[src/rtl/router_pkg.sv]
// Shared router definitions: phase encodings and default flit width.
package router_pkg;

  localparam int unsigned DATA_WIDTH_DEFAULT = 64;

  localparam logic [2:0] PHASE_IDLE = 3'b001;
  localparam logic [2:0] PHASE_ODD  = 3'b010;
  localparam logic [2:0] PHASE_EVEN = 3'b100;

  // IDLE is left on the first edge and only re-entered through reset.
  function automatic logic [2:0] next_phase(input logic [2:0] cur);
    logic [2:0] nxt;
    case (cur)
      PHASE_IDLE: nxt = PHASE_ODD;
      PHASE_ODD:  nxt = PHASE_EVEN;
      PHASE_EVEN: nxt = PHASE_ODD;
      default:    nxt = PHASE_ODD;
    endcase
    return nxt;
  endfunction

endpackage

[src/rtl/rr_arbiter.sv]
// Round-robin arbiter: priority starts at ptr_i and ascends modulo NUM_REQ.
module rr_arbiter #(
  parameter int unsigned NUM_REQ = 4,
  parameter int unsigned IDX_W   = (NUM_REQ > 1) ? $clog2(NUM_REQ) : 1
) (
  input  logic [NUM_REQ-1:0] req_i,
  input  logic [IDX_W-1:0]   ptr_i,
  output logic [NUM_REQ-1:0] gnt_o,
  output logic [IDX_W-1:0]   idx_o,
  output logic               valid_o
);

  logic             found;
  logic [IDX_W-1:0] cand;

  always_comb begin
    gnt_o = '0;
    idx_o = '0;
    found = 1'b0;
    cand  = '0;
    for (int unsigned i = 0; i < NUM_REQ; i++) begin
      cand = IDX_W'((32'(ptr_i) + i) % NUM_REQ);
      if (!found && req_i[cand]) begin
        found       = 1'b1;
        gnt_o[cand] = 1'b1;
        idx_o       = cand;
      end
    end
  end

  assign valid_o = found;

endmodule

[src/rtl/output_ctrl.sv]
// Output port controller: two one-entry VC buffers alternating between write and link roles
// every cycle, each with its own round-robin pointer.
module output_ctrl
  import router_pkg::*;
#(
  parameter int unsigned DATA_WIDTH = DATA_WIDTH_DEFAULT,
  parameter int unsigned NUM_REQ    = 4
) (
  input  logic                          clk,
  input  logic                          rst,
  input  logic [NUM_REQ-1:0]            req,
  input  logic [NUM_REQ*DATA_WIDTH-1:0] data_in,
  output logic [NUM_REQ-1:0]            grant,
  input  logic                          receiveO,
  output logic                          sendO,
  output logic [DATA_WIDTH-1:0]         dataO,
  output logic                          polarity
);

  localparam int unsigned IdxW = (NUM_REQ > 1) ? $clog2(NUM_REQ) : 1;

  logic [2:0]            state_q, state_d;
  logic                  odd_full_q, odd_full_d;
  logic                  even_full_q, even_full_d;
  logic [DATA_WIDTH-1:0] odd_data_q, odd_data_d;
  logic [DATA_WIDTH-1:0] even_data_q, even_data_d;
  logic [IdxW-1:0]       ptr_odd_q, ptr_odd_d;
  logic [IdxW-1:0]       ptr_even_q, ptr_even_d;

  logic                  is_odd, is_even, running;
  logic                  tgt_full, link_full;
  logic [DATA_WIDTH-1:0] link_data, wr_data;
  logic [IdxW-1:0]       ptr_sel, arb_idx, ptr_next;
  logic [NUM_REQ-1:0]    arb_req, arb_gnt;
  logic                  wr_en;

  assign is_odd  = (state_q == PHASE_ODD);
  assign is_even = (state_q == PHASE_EVEN);
  assign running = is_odd | is_even;

  // Write target is the buffer named by the phase; the other one faces the link.
  assign tgt_full  = is_odd ? odd_full_q : even_full_q;
  assign link_full = is_odd ? even_full_q : (is_even ? odd_full_q : 1'b0);
  assign link_data = is_odd ? even_data_q : odd_data_q;
  assign ptr_sel   = is_odd ? ptr_odd_q : ptr_even_q;

  assign arb_req = (running && !tgt_full) ? req : '0;

  rr_arbiter #(
    .NUM_REQ (NUM_REQ),
    .IDX_W   (IdxW)
  ) u_arb (
    .req_i   (arb_req),
    .ptr_i   (ptr_sel),
    .gnt_o   (arb_gnt),
    .idx_o   (arb_idx),
    .valid_o (wr_en)
  );

  assign grant    = arb_gnt;
  assign wr_data  = data_in[arb_idx*DATA_WIDTH +: DATA_WIDTH];
  assign ptr_next = IdxW'((32'(arb_idx) + 32'd1) % NUM_REQ);

  assign sendO    = link_full & receiveO & running;
  assign dataO    = link_full ? link_data : '0;
  assign polarity = is_odd;

  always_comb begin
    state_d     = next_phase(state_q);
    odd_full_d  = odd_full_q;
    even_full_d = even_full_q;
    odd_data_d  = odd_data_q;
    even_data_d = even_data_q;
    ptr_odd_d   = ptr_odd_q;
    ptr_even_d  = ptr_even_q;

    if (wr_en && is_odd) begin
      odd_full_d = 1'b1;
      odd_data_d = wr_data;
      ptr_odd_d  = ptr_next;
    end
    if (wr_en && is_even) begin
      even_full_d = 1'b1;
      even_data_d = wr_data;
      ptr_even_d  = ptr_next;
    end

    if (sendO && is_odd)  even_full_d = 1'b0;
    if (sendO && is_even) odd_full_d  = 1'b0;
  end

  always_ff @(posedge clk or negedge rst) begin
    if (!rst) begin
      state_q     <= PHASE_IDLE;
      odd_full_q  <= 1'b0;
      even_full_q <= 1'b0;
      odd_data_q  <= '0;
      even_data_q <= '0;
      ptr_odd_q   <= '0;
      ptr_even_q  <= '0;
    end else begin
      state_q     <= state_d;
      odd_full_q  <= odd_full_d;
      even_full_q <= even_full_d;
      odd_data_q  <= odd_data_d;
      even_data_q <= even_data_d;
      ptr_odd_q   <= ptr_odd_d;
      ptr_even_q  <= ptr_even_d;
    end
  end

endmodule

[config.mk]
export PLATFORM = sky130hd
export DESIGN_NAME = output_ctrl
export DESIGN_NICKNAME = d
export VERILOG_FILES = /design/src/rtl/router_pkg.sv /design/src/rtl/rr_arbiter.sv /design/src/rtl/output_ctrl.sv
export SDC_FILE = /design/constraint.sdc
export NUM_CORES = 1
export LEC_CHECK = 0
export ABC_CLOCK_PERIOD_IN_PS = 4800
export CORE_UTILIZATION = 48
export CTS_CLUSTER_DIAMETER = 100
export DETAILED_ROUTE_END_ITERATION = 6
export PLACE_DENSITY_LB_ADDON = 0.1
export SETUP_SLACK_MARGIN = 0.5
export SLEW_MARGIN = 20
export SYNTH_ARGS = -nofsm -noshare
export SYNTH_HDL_FRONTEND = slang
export SYNTH_SLANG_ARGS = --single-unit
export TNS_END_PERCENT = 100
[constraint.sdc]
create_clock -name clk -period 4.8 [get_ports clk]
set_clock_uncertainty 0.15 [all_clocks]
set_input_delay 0.72 -clock clk [delete_from_list [all_inputs] [get_ports clk]]
set_output_delay 0.72 -clock clk [all_outputs]
set_load 0.005 [all_outputs]
==> impl_metrics.tcl, run 1 <==
set metrics [dict create \
    rr_startpoint "state_q[2]" \
    synthArstFlopShare 1.000 \
    cp-start-kind "flip-flop" \
    grt_antenna_before_repair 5 \
    overflow 0 \
    syn_area_um2 10330 \
    hold_buffers 0 \
    worst_slew_pin_slew_ns 0.9822 \
    status "complete, no violations" \
    ys.warnings.count 0 \
    die_w_um 148.7 \
    die_y_um 148.7 \
    path_clk_slew_ns 0.06 \
    route.detailed.wl_per_inst_um 20.67 \
    r2r_cells 10 \
    final_common_cell "clkdlybuf4s50_1" \
    dr.pass1.iters 5 \
    cts_buffers 17 \
    syn_inst 1344 \
    core_area_um2 21090 \
    drcViolationCount 0 \
    mostFrequentLayoutCells "clkdlybuf4s50_1 (330), nand2_1 (267), o211ai_1 (248)" \
    slew_headroom 0.3452 \
    cts_max_path_buffers 2 \
    cts.sinks 137 \
    drive_gt1_frac 0.06575 \
    power_density_nw_per_um2 460.2 \
    drt_iter0_drc 883 \
    grt_usage 0.3522 \
    avgSynthCellArea_um2 7.687 \
    cp-end-kind "output pin" \
    min_period_ns 4.223 \
    synth-edff-count 0 \
    synth_cell_types 45 \
    fin_nets 1855 \
    hpwl_um 23670 \
    leakage_nw 5.770 \
    fin_area_um2 14420 \
    rsz0062_at_grt "yes" \
    start_util 0.4899 \
    crit_type "reg -> out" \
    syn2layout_area_growth_pct 39.61 \
    nFillCells 1793 \
    hold_path_class "in -> async" \
    ant_nets 0 \
    slew_violations 0 \
    fmax_mhz 236.8 \
    insertion_delay_ns 0.42 \
    place_congestion 0.8503 \
    maxCapViolations 0 \
    dpl-instance-area_um2 13720 \
    synthesis.nets 1615 \
    final_hold_viol_count 0 \
    grt_pass1_wl_um 60750 \
    grt_max_degree 129 \
    grt_pass1_vias 11280 \
    clk_root_buffer_cell "clkbuf_16" \
    crit_required_ns 3.93 \
    vias 11900 \
    num_io_pins 333 \
    arrival_ns 3.35 \
    synth_seq_cells 137 \
    finalCritPeriodShare 0.8797 \
    crit_fanout 9 \
    viasPerCell 6.346 \
    synth-seq-area-share 0.3320 \
    h-tree-depth 4 \
    synth_ff_type "dfrtp_1" \
    port-buffer-count 332 \
    finalSetupTns_ns 0 \
    die_area_um2 22110 \
    setup_violations 0 \
    routed_wl_um 38760 \
    placementRows 53 \
    cts_tree "done" \
    r2r_end "ptr_even_q[1]" \
    ff2ff_setup_slack_ns 0.74 \
    ir_drop_mv 0.3706 \
]
-- state kept, by name, indices dropped and copies added (netlist names) --
name / count
odd_data_q: 64
ptr_odd_q: 2
even_full_q: 1
even_data_q: 64
state_q: 3
odd_full_q: 1
ptr_even_q: 2
-- cell families (layout without fill, tap and decap cells) --
family,after synthesis,in the layout,synth area share
multiplexers,15,15,0.01780
other,1,4,0.0003630
adder cells (fa/ha/maj),8,8,0.009689
buffers and inverters,280,533,0.1112
flip-flops,137,137,0.3320
AND/OR/NAND/NOR,358,358,0.1461
XOR/XNOR,2,2,0.001696
AO/OA/AOI/OAI,543,543,0.3813
-- routing by layer --
metal	wire length, um	part of all wire	vias to the layer above	track usage
met4	1263	0.033	2	0.1459
met3	3627	0.094	90	0.07147
met5	13	0.00034	-	0
li1	-	-	5475	-
met1	15450	0.40	5647	0.4594
met2	18410	0.47	684	0.5680
-- worst max path at each step --
stage | from | to | slack, ns | depth (start not counted)
after floorplan | state_q[2] | grant[0] | 1.28 | 9
after global placement | state_q[2] | ptr_even_q[1] | 0.63 | 10
after detailed placement | state_q[2] | grant[2] | 0.56 | 9
after CTS | state_q[2] | grant[2] | 0.54 | 8
after global routing | state_q[2] | grant[0] | 0.48 | 9
final | state_q[2] | grant[1] | 0.58 | 9
-- worst max-delay path, cell delays in order, from the launching register on --
cell and delay, ns:
dfrtp_2 0.44, or3b_4 0.44, mux2_4 0.42, ha_4 0.30, nor3_1 0.29, a21oi_1 0.13
a21oi_2 0.25, nand2_1 0.08, o21ai_1 0.08, clkdlybuf4s50_1 0.51
-- repair_timing --
item | CTS | global route
setup buffers | 3 | 5
cloned | 0 | 0
endpoints found under the setup margin | 4 | 4
pin swaps | 0 | 3
resized for setup | 7 | 11
-- synth_stat cells, types with 3 or more instances --
library cell | count | area share
buf_6 | 3 | 0.0033
mux2_2 | 3 | 0.0033
o21ai_1 | 8 | 0.0039
o211ai_1 | 248 | 0.18
ha_1 | 8 | 0.0097
dfrtp_1 | 136 | 0.33
nand2_1 | 269 | 0.098
buf_2 | 43 | 0.021
a221oi_1 | 4 | 0.0034
mux2i_1 | 9 | 0.0087
buf_1 | 7 | 0.0025
inv_1 | 131 | 0.048
buf_4 | 5 | 0.0036
o2111ai_1 | 128 | 0.11
a21oi_1 | 68 | 0.033
nor2_1 | 11 | 0.0040
clkbuf_1 | 88 | 0.032
o211ai_2 | 11 | 0.013
nand3_1 | 65 | 0.031
o21ai_0 | 67 | 0.032
-- per-stage QoR --
step	hold WS [ns]	utilization	total power [W]	setup WS, ns	instances
6_report	0.09224	0.6840	0.006638	0.5773	1875
3_5_place_dp	0.3196	0.6508	0.005297	0.5575	1831
5_1_grt	0.1339	0.6839	0.007097	0.4817	1874
3_3_place_gp	0.3219	0.6508	0.005231	0.6344	1831
4_1_cts	0.1193	0.6790	0.006566	0.5367	1866
2_1_floorplan	0.2744	-	0.004235	1.281	1344
-- final cells by class --
| cell class | count | area, um2 | share of cell area |
|---|---|---|---|
| antenna | 3 | 7.507 | 0.0005205 |
| clock buffer | 23 | 457.9 | 0.03175 |
| clock inverter | 9 | 78.83 | 0.005465 |
| inverter | 134 | 510.5 | 0.03539 |
| multi-input combinational | 927 | 5876 | 0.4074 |
| sequential | 137 | 3432 | 0.2379 |
| tap | 275 | 344.1 | 0.02386 |
| timing repair buffer | 367 | 3717 | 0.2577 |
-- report_power, final --
part	leakage [nW]	internal, W	switching (W)
Combinational	3.77	0.00125	0.00221
Clock	0.261	0.000721	0.000498
Sequential	1.73	0.00167	0.000285
Total	5.77	0.00365	0.00299
Note: power is estimated with default switching activity, not from simulation.
==> run 2: changes to the inputs <==
--- a/config.mk
+++ b/config.mk
@@ -5,10 +5,11 @@
 export SDC_FILE = /design/constraint.sdc
 export NUM_CORES = 1
 export LEC_CHECK = 0
-export ABC_CLOCK_PERIOD_IN_PS = 4800
-export CORE_UTILIZATION = 48
+export ABC_CLOCK_PERIOD_IN_PS = 3800
+export CORE_UTILIZATION = 43
 export CTS_CLUSTER_DIAMETER = 100
 export DETAILED_ROUTE_END_ITERATION = 6
+export GPL_TIMING_DRIVEN = 0
 export PLACE_DENSITY_LB_ADDON = 0.1
 export SETUP_SLACK_MARGIN = 0.5
 export SLEW_MARGIN = 20
==> constraint.sdc (replaced) <==
create_clock -name clk -period 3.8 [get_ports clk]
set_clock_uncertainty 0.15 [all_clocks]
set_input_delay 0.57 -clock clk [delete_from_list [all_inputs] [get_ports clk]]
set_output_delay 0.57 -clock clk [all_outputs]
set_load 0.005 [all_outputs]
==> run 2 against run 1 <==
The flow now finishes with violations (negative setup slack). First-iteration DRC count up 100%. Global-route usage grew 5.0 points. Combinational power increased by 140%. Wire length is 39% higher. Critical path depth up 6. Sequential power is 28% higher. Via count rose by 19%.
==> impl_metrics.tcl, run 2 (synthesis results as in run 1) <==
set metrics [dict create \
    num_io_pins 333 \
    cp-end-kind "output pin" \
    ff2ff_setup_slack_ns -0.08 \
    cts_tree "done" \
    drive_gt1_frac 0.2475 \
    worstPathCellList "or3b_4, buf_6, inv_6, mux2i_4, inv_2, buf_12, buf_4, nor2_1, a31oi_1, a21oi_2, buf_4, buf_6, nand2_2, o21ai_1, buf_2" \
    path_clk_slew_ns 0.06 \
    cts_max_path_buffers 2 \
    fin_nets 2072 \
    dr.pass1.iters 6 \
    start_util 0.4388 \
    fmax_mhz 255.0 \
    r2r_cells 16 \
    setup_violations 21 \
    fin_cells 2135 \
    core_area_um2 23540 \
    route.detailed.wl_per_inst_um 25.33 \
    finalPower_w 0.01263 \
    grt_pass1_vias 13280 \
    hpwl_um 32960 \
    fin_area_um2 18280 \
    r2r_end "odd_data_q[10]" \
    dpl-instance-area_um2 14180 \
    grt_pass1_wl_um 74670 \
    rsz0062_at_grt "yes" \
    crit_required_ns 3.08 \
    place_congestion 0.9622 \
    final_hold_viol_count 0 \
    cp-startpoint "state_q[2]" \
    violations "negative setup slack" \
    overflow 0 \
    die_w_um 157.0 \
    cts.sinks 137 \
    port-buffer-count 332 \
    dp.cells 1996 \
    drt_iter0_drc 1771 \
    crit_fanout 10 \
    final_common_cell "clkdlybuf4s50_1" \
    clk_root_buffer_cell "clkbuf_16" \
    nFillCells 1622 \
    rr_startpoint "state_q[2]" \
    finalSetupTns_ns -0.6691 \
    cp-start-kind "flip-flop" \
    drcViolationCount 0 \
    grt_max_degree 85 \
    grt_usage 0.4024 \
    maxCapViolations 0 \
    min_period_ns 3.921 \
    status "finished with violations" \
    finalCritPeriodShare 1.032 \
    leakage_nw 7.495 \
    hold_path_class "reg -> reg" \
    endpoint "grant[1]" \
    vias 14210 \
    setup_slack_ns -0.1213 \
    mostFrequentLayoutCells "clkdlybuf4s50_1 (313), nand2_1 (266), o211ai_1 (248)" \
    ir_drop_mv 0.4474 \
    slew_headroom 0.5279 \
    slew_violations 0 \
    cpPeakStageDelay_ns 0.41 \
    grt_antenna_before_repair 2 \
    critPathSlowestCell "dfrtp_1" \
    ant_nets 0 \
    viasPerCell 6.657 \
    h-tree-depth 4 \
    insertion_delay_ns 0.43 \
    die_y_um 157.0 \
    cts_buffers 17 \
    placementRows 56 \
    arrival_ns 3.20 \
    reg.largest.list "even_data_q (64), odd_data_q (64), state_q (3)" \
    power_density_nw_per_um2 690.7 \
    worst_slew_pin_slew_ns 0.7082 \
    syn2layout_area_growth_pct 76.96 \
    routed_wl_um 54070 \
    crit_type "reg -> out" \
    die_area_um2 24650 \
]
-- run 2: per-stage QoR --
stage | worst slack, ns | util | hold slack, ns
final | -0.1213 | 0.7766 | 0.3395
after floorplan | 0.4439 | - | 0.1244
after CTS | 0.03125 | 0.7073 | 0.3304
after detailed placement | -0.5897 | 0.6021 | 0.3212
after global placement | -3.847 | 0.6008 | 0.3201
after global routing | -0.1603 | 0.7765 | 0.3596
-- run 2: layer usage --
metal | track usage | share of wire | vias to the layer above
li1 | - | - | 5919
met1 | 0.5084 | 0.35 | 6675
met2 | 0.6296 | 0.45 | 1319
met3 | 0.09526 | 0.13 | 299
met4 | 0.2288 | 0.067 | 0
met5 | 0 | 0 | -
-- run 2: cell type report --
cell class	count	area, um2	share of cell area
repair buffers	438	4827	0.2640
flip-flops and latches	137	3430	0.1876
multi-input cells	927	6975	0.3815
plain buffers	146	1508	0.08247
clock buffers	21	460.4	0.02518
diodes	2	5.005	0.0002737
well taps	319	399.1	0.02183
inverters	134	508.0	0.02779
clock inverters	11	170.2	0.009307
-- run 2: timing repair --
item,in CTS,in global routing
cloned,10,19
setup endpoints to repair,202,198
hold buffers,1,0
pin swaps,121,138
hold endpoints to repair,52,0
buffers inserted,45,30
resized for setup,324,287
-- run 2: worst min path at each step --
stage | from | endpoint | slack (ns) | depth (start not counted)
floorplan | rst | even_data_q[0] | 0.12 | 0
global placement | ptr_odd_q[1] | ptr_odd_q[1] | 0.32 | 2
detailed placement | even_data_q[34] | even_data_q[34] | 0.32 | 2
CTS | odd_data_q[45] | odd_data_q[45] | 0.33 | 2
global route | odd_data_q[4] | odd_data_q[4] | 0.36 | 2
finish | odd_data_q[47] | odd_data_q[47] | 0.34 | 2
-- run 2: critical path: cells and delay by family, from the launching register on --
kind	cells	cell delay, ns
multiplexers	1	0.29
AND/OR/NAND/NOR	3	0.61
AO/OA/AOI/OAI	3	0.45
flip-flops	1	0.41
buffers and inverters	8	1.03
-- run 2: power breakdown --
| part | internal [W] | switching [W] | total, W |
|---|---|---|---|
| clock | 0.00113 | 0.000714 | 0.00185 |
| sequential | 0.00211 | 0.000388 | 0.00250 |
| combinational | 0.00371 | 0.00457 | 0.00828 |
| total | 0.00696 | 0.00567 | 0.0126 |
